[config.mk]
export PLATFORM = sky130hd
export DESIGN_NAME = cola_dispenser
export DESIGN_NICKNAME = d
export VERILOG_FILES = /design/src/rtl/cola_pkg.sv /design/src/rtl/hs_4phase.sv /design/src/rtl/cola_dispenser.sv
export SDC_FILE = /design/constraint.sdc
export NUM_CORES = 1
export LEC_CHECK = 0
export CORE_MARGIN = 3
export CORE_UTILIZATION = 35
export DETAILED_ROUTE_END_ITERATION = 16
export SETUP_SLACK_MARGIN = 0.5
export SLEW_MARGIN = 10
export SYNTH_ARGS = -nofsm -noshare
export SYNTH_HDL_FRONTEND = slang
export SYNTH_SLANG_ARGS = --single-unit
[constraint.sdc]
create_clock -name clk -period 4.3 [get_ports clk]
set_input_delay 1.29 -clock clk [delete_from_list [all_inputs] [get_ports clk]]
set_output_delay 1.29 -clock clk [all_outputs]
set_load 0.03 [all_outputs]
[src/rtl/cola_pkg.sv]
// Shared definitions for the vending slice: FSM state encodings, default price
// and the width of a 0.5-yuan coin count. Also used by the coin-acceptor FSM.
package cola_pkg;

    localparam int UNIT_W        = 3;
    localparam int PRICE_DEFAULT = 5;

    typedef enum logic [2:0] {
        S_IDLE     = 3'd0,
        S_COLA_REQ = 3'd1,
        S_COLA_REL = 3'd2,
        S_CHG_REQ  = 3'd3,
        S_CHG_REL  = 3'd4,
        S_FAULT    = 3'd5
    } state_t;

    // One-hot status group shown on the low half of the LED bank.
    function automatic logic [3:0] state_group(input state_t s);
        case (s)
            S_IDLE:                 return 4'b0001;
            S_COLA_REQ, S_COLA_REL: return 4'b0010;
            S_CHG_REQ, S_CHG_REL:   return 4'b0100;
            default:                return 4'b1000;
        endcase
    endfunction

endpackage

[src/rtl/hs_4phase.sv]
// One four-phase req/ack handshake. The request is registered and is never
// raised while ack is still high, so a stale ack cannot complete a new cycle.
module hs_4phase (
    input  logic clk,
    input  logic rst,
    input  logic start,
    input  logic ack,
    output logic req,
    output logic acked,
    output logic complete
);

    always_ff @(posedge clk) begin
        if (rst) begin
            req <= 1'b0;
        end else begin
            req <= start && !ack;
        end
    end

    assign acked    = req && ack;
    assign complete = !req && !ack;

endmodule

[src/rtl/cola_dispenser.sv]
// Vend sequencer: one cola handshake, then one change handshake per 0.5-yuan coin.
// Optional ack watchdog with FAULT state is enabled by COLA_DISPENSER_TIMEOUT_EN.
module cola_dispenser
    import cola_pkg::*;
#(
    parameter int PRICE       = PRICE_DEFAULT,
    parameter int ACK_TIMEOUT = 50_000_000
) (
    input  logic              clk,
    input  logic              rst,
    input  logic              vend_valid,
    input  logic [UNIT_W-1:0] credit,
    output logic              cola_req,
    input  logic              cola_ack,
    output logic              chg_req,
    input  logic              chg_ack,
    output logic              busy,
    output logic              done,
    output logic              reject,
    output logic              err,
    output logic [7:0]        led
);

    if (ACK_TIMEOUT < 1) begin : g_bad_timeout
        $error("ACK_TIMEOUT must be at least 1");
    end

    state_t            state;
    logic [UNIT_W-1:0] chg_cnt;
    logic              timeout_hit;
    logic              cola_acked;
    logic              cola_complete;
    logic              chg_acked;
    logic              chg_complete;
    logic              credit_ok;

    assign credit_ok = int'(credit) >= PRICE;

    hs_4phase u_cola_hs (
        .clk      (clk),
        .rst      (rst),
        .start    ((state == S_COLA_REQ) && !timeout_hit),
        .ack      (cola_ack),
        .req      (cola_req),
        .acked    (cola_acked),
        .complete (cola_complete)
    );

    hs_4phase u_chg_hs (
        .clk      (clk),
        .rst      (rst),
        .start    ((state == S_CHG_REQ) && !timeout_hit),
        .ack      (chg_ack),
        .req      (chg_req),
        .acked    (chg_acked),
        .complete (chg_complete)
    );

`ifdef COLA_DISPENSER_TIMEOUT_EN
    localparam int TW = $clog2(ACK_TIMEOUT + 1);

    logic [TW-1:0] timer;
    logic          advance;
    logic          in_hs;

    assign in_hs = (state == S_COLA_REQ) || (state == S_COLA_REL) ||
                   (state == S_CHG_REQ)  || (state == S_CHG_REL);

    always_comb begin
        advance = 1'b0;
        case (state)
            S_COLA_REQ: advance = cola_acked;
            S_COLA_REL: advance = cola_complete;
            S_CHG_REQ:  advance = chg_acked;
            S_CHG_REL:  advance = chg_complete;
            default:    advance = 1'b0;
        endcase
    end

    // The timer restarts on every state change, so each phase gets its own budget.
    always_ff @(posedge clk) begin
        if (rst || !in_hs || advance) begin
            timer <= '0;
        end else begin
            timer <= timer + 1'b1;
        end
    end

    assign timeout_hit = in_hs && !advance && (timer == TW'(ACK_TIMEOUT - 1));
`else
    assign timeout_hit = 1'b0;
`endif

    always_ff @(posedge clk) begin
        if (rst) begin
            state   <= S_IDLE;
            chg_cnt <= '0;
            done    <= 1'b0;
            reject  <= 1'b0;
            err     <= 1'b0;
        end else begin
            done   <= 1'b0;
            reject <= 1'b0;
            // A request in the completion cycle still counts as overlapping the vend.
            if (vend_valid && (state != S_IDLE || done)) begin
                err <= 1'b1;
            end
            if (timeout_hit) begin
                state <= S_FAULT;
                err   <= 1'b1;
            end else begin
                case (state)
                    S_IDLE: begin
                        if (vend_valid && !done) begin
                            if (credit_ok) begin
                                chg_cnt <= credit - UNIT_W'(PRICE);
                                state   <= S_COLA_REQ;
                            end else begin
                                reject <= 1'b1;
                            end
                        end
                    end
                    S_COLA_REQ: begin
                        if (cola_acked) state <= S_COLA_REL;
                    end
                    S_COLA_REL: begin
                        if (cola_complete) begin
                            if (chg_cnt != '0) begin
                                state <= S_CHG_REQ;
                            end else begin
                                state <= S_IDLE;
                                done  <= 1'b1;
                            end
                        end
                    end
                    S_CHG_REQ: begin
                        if (chg_acked) begin
                            chg_cnt <= chg_cnt - 1'b1;
                            state   <= S_CHG_REL;
                        end
                    end
                    S_CHG_REL: begin
                        if (chg_complete) begin
                            if (chg_cnt != '0) begin
                                state <= S_CHG_REQ;
                            end else begin
                                state <= S_IDLE;
                                done  <= 1'b1;
                            end
                        end
                    end
                    default: state <= S_FAULT;
                endcase
            end
        end
    end

    assign busy = (state != S_IDLE);
    assign led  = {1'b0, chg_cnt, state_group(state)};

endmodule
==> results of run 1 <==
[through the flow]
step           instances  setup slack [ns]  hold slack (ns)  power [mW]    util
6_report             140            0.8784           0.4531      0.5067  0.4844
2_1_floorplan         95             1.711           0.5067      0.3556       -
3_5_place_dp         136             1.157           0.4505      0.4376  0.4713
4_1_cts              140            0.8816           0.4616      0.5096  0.4844
5_1_grt              140            0.7234           0.4904      0.5411  0.4844
3_3_place_gp         136             1.192           0.4348      0.4339  0.4713
[power breakdown]
part / switching (mW) / total (mW) / internal (mW) / leakage, nW
clock network: 0.0362 / 0.0721 / 0.0359 / 0.0150
logic: 0.153 / 0.276 / 0.123 / 0.250
registers: 0.0387 / 0.159 / 0.120 / 0.0896
[placed cells by master (no fill, tap or decap), types with 2 or more instances in the layout]
master | netlist | routed
nor3_1 | 5 | 5
nand2_1 | 6 | 6
or2b_1 | 2 | 2
a21oi_1 | 7 | 7
clkbuf_4 | 0 | 3
a22oi_1 | 2 | 2
nor4_1 | 2 | 2
nor2b_1 | 3 | 3
ha_1 | 4 | 4
inv_1 | 8 | 8
dfxtp_1 | 11 | 11
nand3b_1 | 2 | 2
nand2b_1 | 2 | 2
o21ai_0 | 5 | 5
clkdlybuf4s50_1 | 0 | 20
nor2_1 | 11 | 11
[worst max path at each step]
stage	startpoint	to	slack, ns
final	state[1]	led[1]	0.88
after global routing	state[1]	led[2]	0.72
after CTS	state[1]	led[1]	0.88
after detailed placement	state[1]	led[1]	1.16
after global placement	state[1]	led[1]	1.19
after floorplan	state[1]	led[2]	1.71
[metal layers]
metal  GRT usage  vias up
met5           0        -
met4     0.03830        0
met3     0.03419        4
met2      0.2155       19
met1      0.1853      348
li1            -      370
[kinds of logic (layout without fill, tap and decap cells)]
| family | after synthesis | in the layout | synth area share |
|---|---|---|---|
| multiplexers | 1 | 1 | 0.01338 |
| adder cells (fa/ha/maj) | 4 | 4 | 0.06689 |
| XOR/XNOR | 1 | 1 | 0.01171 |
| other | 1 | 1 | 0.005012 |
| AO/OA/AOI/OAI | 25 | 25 | 0.2425 |
| AND/OR/NAND/NOR | 38 | 38 | 0.2742 |
| buffers and inverters | 14 | 32 | 0.09197 |
| flip-flops | 11 | 11 | 0.2943 |
[final cells by class]
cell class / instances / share of cell area
timing repair buffer: 20 / 0.2065
clock buffer: 4 / 0.02710
multi-input combinational: 70 / 0.4735
inverter: 8 / 0.03097
tap: 27 / 0.03484
sequential: 11 / 0.2271
[sequential cells by signal, indices dropped and copies added (netlist names)]
register	flops
u_cola_hs.req	1
err	1
done	1
u_chg_hs.req	1
chg_cnt	3
state	3
reject	1
[worst reg2reg max path, cell delays in order, from the launching register on]
cell       delay, ns
dfxtp_1         0.70
or2b_1          0.22
o22ai_2         0.11
a221oi_2        0.32
a21oi_1         0.13
a2111oi_2       0.29
==> impl_metrics.tcl, run 1 <==
set metrics [dict create \
    netlist_top_cells_count "11 x dfxtp_1, 11 x nor2_1, 8 x inv_1" \
    async_reset_ff_frac 0 \
    crit_cells 3 \
    slew_headroom 0.6089 \
    synth_flop_cell "dfxtp_1" \
    cts_buffer_depth 2 \
    whs_path_depth 2 \
    grt_max_degree 18 \
    status "finished, final reports clean" \
    p_leak_nw 0.3541 \
    rsz0062_at_grt "no" \
    ctsHoldBuffers 0 \
    maxSlewViolCount 0 \
    finalCritPeriodShare 0.7957 \
    post-dp-hpwl_mm 1.300 \
    dr.pass1.iters 4 \
    placeableCoreArea_um2 2002 \
    rows 16 \
    reg2reg_depth 5 \
    place.gp.congestion 0.7875 \
    setup_viol 0 \
    drive_above_1_share 0.07080 \
    r2r-end "state[0]" \
    crit_fanout 17 \
    yosysSeqAreaShare 0.2943 \
    synth_edf_count 0 \
    ys_top_cells_by_area "dfxtp_1 29%, ha_1 6.7%, nor2_1 5.5%" \
    crit_buf_inv 1 \
    clk_pin_slew_ns 0.07 \
    cap_violations 0 \
    whs_endpoint "err" \
    hold_violations 0 \
    cp.required_ns 3.01 \
    num_vias 741 \
    grt-ovfl-total 0 \
    worst-endpoint-arrival_ns 2.13 \
    wirelength_met1_um 795 \
    ant_nets 0 \
    stdcell_area_um2 969.7 \
    worstReg2RegStart "state[1]" \
    multi_input_area_um2 459.2 \
    seqCellArea_um2 220.2 \
    syn2layout_area_growth_pct 29.60 \
    wire_per_inst_um 12.15 \
    cp-start-kind "flop" \
    die_w_um 52.24 \
    syn_nets 107 \
    crit_chain "or2b_2 > a21oi_1 > clkdlybuf4s50_1" \
    grt_usage 0.1371 \
    drc 0 \
    path_class "flop to output port" \
    power_density_nw_per_um2 522.5 \
    crit_path_end_kind "output port" \
    peakVddDrop_v 0.0002393 \
    critPathMaxStageDelay_ns 0.70 \
    top_layer "met4" \
    fp.dieH_um 52.24 \
    post_cts_buffers 0 \
    cts-root-buf "clkbuf_4" \
    fin_skew_ns 0.006380 \
    antenna_found_initial 0 \
    avgSynthCellArea_um2 7.876 \
    start_util 0.3738 \
    clock-sinks 11 \
    drtIter0Drc 18 \
    max_freq_mhz 292.3 \
    r2r_setup_slack_ns 2.44 \
    syn_inst 95 \
    synth_cell_types 36 \
    insertion_delay_ns 0.27 \
    hp-start "err" \
    yosysTopAreaCell "dfxtp_1" \
    grt_pass1_vias 667 \
    crit_family "flip-flops" \
    netlist_area_um2 748.2 \
    avgViaCountPerCell 5.293 \
    yosys_warnings 0 \
    die_area_um2 2729 \
    nFillCells 204 \
    setup_tns_ns 0 \
    dpl_cell_area_um2 943.4 \
    synth.top_cell.area_share 0.2943 \
    postRouteWirelength_mm 1.701 \
    met2_length_um 800 \
    n_antenna_cell 0 \
    worstHoldPathType "flop to flop" \
    worst_pin_slew_ns 0.5858 \
    htree_levels 1 \
    grt_pass1_wl_mm 2.849 \
    cts_resized 0 \
    numCtsBuffers 3 \
    nNetsFinal 126 \
    wl_met3_um 83 \
    crit_path_top_delay_cell "dfxtp_1" \
    synth-seq-cells 11 \
    cts_tree "done" \
    pin_count 22 \
    io_buffer_count 20 \
    fin_crit_ns 3.422 \
]
Note: power is estimated with default switching activity, not from simulation.
==> inputs of run 2 (changes only) <==
Clock period 4.3 ns to 3.15 ns, I/O delays scaled along.
==> run 2 against run 1 <==
Compared with the run above:
- combinational power grew 35%
- total power grew 35%
- routed wire length increased by 2.1%
- critical path depth did not move
- non-clock buffer count increased by 1
- largest cell class unchanged
- first-iteration DRC count fell by 39%
- register-to-register slack worse by 0.89 ns
==> impl_metrics.tcl, run 2 (same netlist as run 1, synthesis figures left out) <==
set metrics [dict create \
    clock-sinks 11 \
    rsz0062_at_grt "no" \
    drc 0 \
    cts-root-buf "clkbuf_4" \
    cts_tree "done" \
    post-dp-hpwl_mm 1.301 \
    cp-start-kind "flop" \
    dpl_cell_area_um2 950.9 \
    power_density_nw_per_um2 699.8 \
    slew_headroom 0.6405 \
    syn2layout_area_growth_pct 30.27 \
    status "finished, final reports clean" \
    setup_tns_ns 0 \
    fp.dieH_um 52.24 \
    final_common_cell "clkdlybuf4s50_1" \
    whs_endpoint "err" \
    worstHoldPathType "flop to flop" \
    clk_pin_slew_ns 0.08 \
    cts_resized 8 \
    p_leak_nw 0.3759 \
    placeableCoreArea_um2 2002 \
    drive_above_1_share 0.1053 \
    nNetsFinal 127 \
    grt_pass1_wl_mm 2.960 \
    ant_nets 0 \
    peakVddDrop_v 0.0002695 \
    crit_path_end_kind "output port" \
    num_vias 722 \
    worst-endpoint-arrival_ns 1.57 \
    grt-ovfl-total 0 \
    ctsHoldBuffers 0 \
    dr.pass1.iters 3 \
    hold_violations 0 \
    place.gp.congestion 0.7914 \
    insertion_delay_ns 0.27 \
    r2r-end "chg_cnt[2]" \
    dp_slack_ns 0.4759 \
    start_util 0.3738 \
    cts_buffer_depth 2 \
    die_area_um2 2729 \
    n_antenna_cell 0 \
    max_freq_mhz 397.1 \
    wire_per_inst_um 12.32 \
    pin_count 22 \
    fin_crit_ns 2.519 \
    numCtsBuffers 3 \
    drtIter0Drc 11 \
    reg.largest.list "chg_cnt (3), state (3)" \
    post_cts_buffers 0 \
    finalCritPeriodShare 0.7995 \
    grt_usage 0.1454 \
    r2r_setup_slack_ns 1.55 \
    maxSlewViolCount 0 \
    whs_path_depth 2 \
    antenna_found_initial 0 \
    reg2reg_depth 6 \
    avgViaCountPerCell 5.121 \
    rows 16 \
    worst_pin_slew_ns 0.5256 \
    stdcell_area_um2 974.7 \
    worstReg2RegStart "state[1]" \
    fin_ws_ns 0.6315 \
    htree_levels 1 \
    fin_hold_ws_ns 0.4479 \
    grt_max_degree 13 \
    postRouteWirelength_mm 1.737 \
    post-place-cells 137 \
    nFillCells 210 \
    grt_pass1_vias 666 \
    crit_fanout 12 \
    path_class "flop to output port" \
    setup_viol 0 \
    die_w_um 52.24 \
    layout_common_cells "15 x clkdlybuf4s50_1, 11 x nor2_1, 8 x inv_1, 8 x dfxtp_1, 7 x a21oi_1" \
    fin_skew_ns 0.003943 \
    io_buffer_count 20 \
    fin_cells 141 \
    cap_violations 0 \
    hp-start "err" \
    cp.required_ns 2.20 \
]
## run 2: changes by cell type in the layout (fill, tap and decap cells not counted)
cell | previous run | this run
dfxtp_2 | 0 | 3
dlygate4sd2_1 | 0 | 5
buf_4 | 0 | 1
clkdlybuf4s50_1 | 20 | 15
dfxtp_1 | 11 | 8
## run 2: per-layer routing
metal	global-route usage	up-vias	part of all wire
met2	0.2218	14	0.45
met3	0.03134	4	0.040
li1	-	371	-
met5	0	-	0
met1	0.2010	333	0.50
met4	0.05106	0	0.016
## run 2: worst max-delay path, cell delays in order, from the launching register on
cell	delay (ns)
dfxtp_2	0.45
or2b_2	0.34
a21oi_1	0.11
dlygate4sd2_1	0.41
## run 2: metrics by stage
step | util | power, mW
global placement | 0.4750 | 0.6013
CTS | 0.4869 | 0.6874
detailed placement | 0.4750 | 0.6050
floorplan | - | 0.4854
global route | 0.4869 | 0.7336
finish | 0.4869 | 0.6821
## run 2: worst max path at each step
| stage | start | endpoint | slack, ns | cells after the start |
|---|---|---|---|---|
| floorplan | state[1] | led[2] | 0.91 | 3 |
| global placement | credit[1] | chg_cnt[2] | 0.50 | 7 |
| detailed placement | credit[1] | chg_cnt[2] | 0.48 | 7 |
| CTS | state[1] | led[1] | 0.63 | 3 |
| global route | state[0] | led[1] | 0.54 | 3 |
| finish | state[1] | led[1] | 0.63 | 3 |
## run 2: final cells by class
class	instances	area (um2)	share of cell area
Multi-Input combinational cell	70	459.2	0.4711
Sequential cell	11	224.0	0.2298
Timing Repair Buffer	21	201.4	0.2067
Tap cell	27	33.78	0.03466
Inverter	8	30.03	0.03081
Clock buffer	4	26.28	0.02696
## run 2: report_power, final
part           switching, mW  total, mW  internal, mW
sequential            0.0425      0.209         0.167
combinational          0.217      0.373         0.156
clock                 0.0509     0.0999        0.0490
total                  0.310      0.682         0.372
==> inputs of run 3 (changes only) <==
Clock period 3.15 ns to 2.2 ns, I/O delays scaled along.
==> run 3 against run 2 <==
Compared with the run above:
- sequential power is 40% higher
- clock-buffer cell count unchanged
- cell area rose by 27%
- hold slack better by 0.012 ns
- sequential share of layout area decreased by 4.2 points
- utilization increased by 13 points
- largest power group unchanged
- highest routed layer unchanged
==> impl_metrics.tcl, run 3 (same netlist as run 1, synthesis figures left out) <==
set metrics [dict create \
    reg.largest.list "chg_cnt (3), state (3)" \
    die_w_um 52.24 \
    maxSlewViolCount 0 \
    drtIter0Drc 19 \
    rsz0062_at_grt "yes" \
    stdcell_area_um2 1242 \
    cts-root-buf "clkbuf_4" \
    cap_violations 0 \
    p_int_mw 0.7510 \
    clock-sinks 11 \
    crit_fanout 7 \
    cts_buffer_depth 2 \
    postRouteWirelength_mm 2.222 \
    peakVddDrop_v 0.0004977 \
    p_leak_nw 0.5425 \
    power_switching_mw 0.5462 \
    cts_tree "done" \
    avgViaCountPerCell 5.104 \
    p_sw_frac 0.4210 \
    cp-start-kind "flop" \
    syn2layout_area_growth_pct 66.05 \
    grt_pass1_wl_mm 3.298 \
    post-dp-hpwl_mm 1.359 \
    n_antenna_cell 0 \
    wire_per_inst_um 13.55 \
    grt_pass1_vias 702 \
    fp.dieH_um 52.24 \
    path_class "flop to output port" \
    htree_levels 1 \
    rows 16 \
    critPathMaxStageDelay_ns 0.40 \
    busiest_layer "met2" \
    layout_common_cells "20 x buf_4, 8 x nor2_1, 8 x buf_6" \
    seqPwrFrac 0.226 \
    met1_usage 0.2175 \
    crit_buf_inv 1 \
    grt-ovfl-total 0 \
    worstHoldPathType "flop to flop" \
    grt_use_met3 0.03704 \
    insertion_delay_ns 0.27 \
    io_buffer_count 20 \
    num_vias 837 \
    final_common_cell "buf_4" \
    finalCritPeriodShare 0.8634 \
    drc 0 \
    worst-endpoint-arrival_ns 1.24 \
    setup_viol 0 \
    cp.required_ns 1.54 \
    crit_family "flip-flops" \
    clkPwrFrac 0.111 \
    pin_count 22 \
    setup_tns_ns 0 \
    ant_nets 0 \
    status "finished, final reports clean" \
    use_met2 0.2699 \
    grt_usage 0.1659 \
    crit_path_end_kind "output port" \
    nNetsFinal 150 \
    crit_path_top_delay_cell "dfxtp_4" \
    power_density_nw_per_um2 1044 \
    dr.pass1.iters 4 \
    numCtsBuffers 3 \
    die_area_um2 2729 \
    placeableCoreArea_um2 2002 \
    dpl_cell_area_um2 1047 \
    fin_skew_ns 0.006888 \
    fin_crit_ns 1.899 \
    p_comb_frac 0.663 \
    grt_max_degree 13 \
    hold_violations 0 \
    drive_above_1_share 0.4672 \
    crit_chain "or2b_1 > a21oi_4 > buf_6" \
    start_util 0.3738 \
    finalPower_mw 1.297 \
    place.gp.congestion 0.8060 \
    max_freq_mhz 526.5 \
    clk_pin_slew_ns 0.08 \
    antenna_found_initial 0 \
]
## run 3: changes by cell type in the layout (fill, tap and decap cells not counted), sizes merged
cell / delta
dlymetal6s2s: +2
dlygate4sd2: -1
clkdlybuf4s50: -14
clkdlybuf4s15: +3
buf: +28
clkbuf: +5
## run 3: worst paths after layout
| path | start | endpoint | slack (ns) | cells past startpoint |
|---|---|---|---|---|
| worst min-delay path | err | err | 0.46 | 2 |
| worst max register to register | state[2] | state[0] | 0.51 | 7 |
| worst min register to register | err | err | 0.46 | 2 |
| worst max-delay path | state[0] | led[1] | 0.30 | 3 |
## run 3: power groups by stage
stage               registers [mW]  logic (mW)  clock network, mW
CTS                          0.286       0.739              0.145
floorplan                    0.301       0.434                  0
global placement             0.292       0.639                  0
global route                 0.300       0.923              0.155
finish                       0.293       0.860              0.144
detailed placement           0.292       0.637                  0
## run 3: layout make-up
class	count	area, um2
tap	27	33.78
fill	174	759.5
multi-input combinational	70	534.3
clock buffer	4	26.28
sequential	11	232.7
inverter	8	32.53
timing repair buffer	44	382.9
## run 3: repair_timing
| item | 4_1_cts | 5_1_grt |
|---|---|---|
| hold buffers | 0 | 0 |
| buffers inserted | 8 | 7 |
| pin swaps | 4 | 9 |
| setup endpoints to repair | 19 | 15 |
| hold endpoints to repair | 0 | 0 |
| resized for setup | 47 | 29 |
## run 3: metrics by stage
stage	setup slack [ns]	utilization	hold slack (ns)	instances
floorplan	0.4737	-	0.5289	95
global placement	-0.07672	0.5231	0.4347	145
detailed placement	-0.09872	0.5231	0.4371	145
CTS	0.3171	0.5831	0.4460	157
global route	0.2609	0.6206	0.4769	164
finish	0.3005	0.6206	0.4595	164
## run 3: per-layer routing
metal	share of wire	vias to the layer above
met1	0.48	391
met4	0.011	0
met2	0.48	17
li1	-	425
met5	0	-
met3	0.033	4
## run 3: worst register-to-register path: stages (launching register included)
cell and delay (ns):
dfxtp_4 0.37, buf_6 0.11, buf_4 0.14, or2b_1 0.16
a21oi_2 0.05, a221oi_2 0.34, a21oi_1 0.13, a2111oi_2 0.29
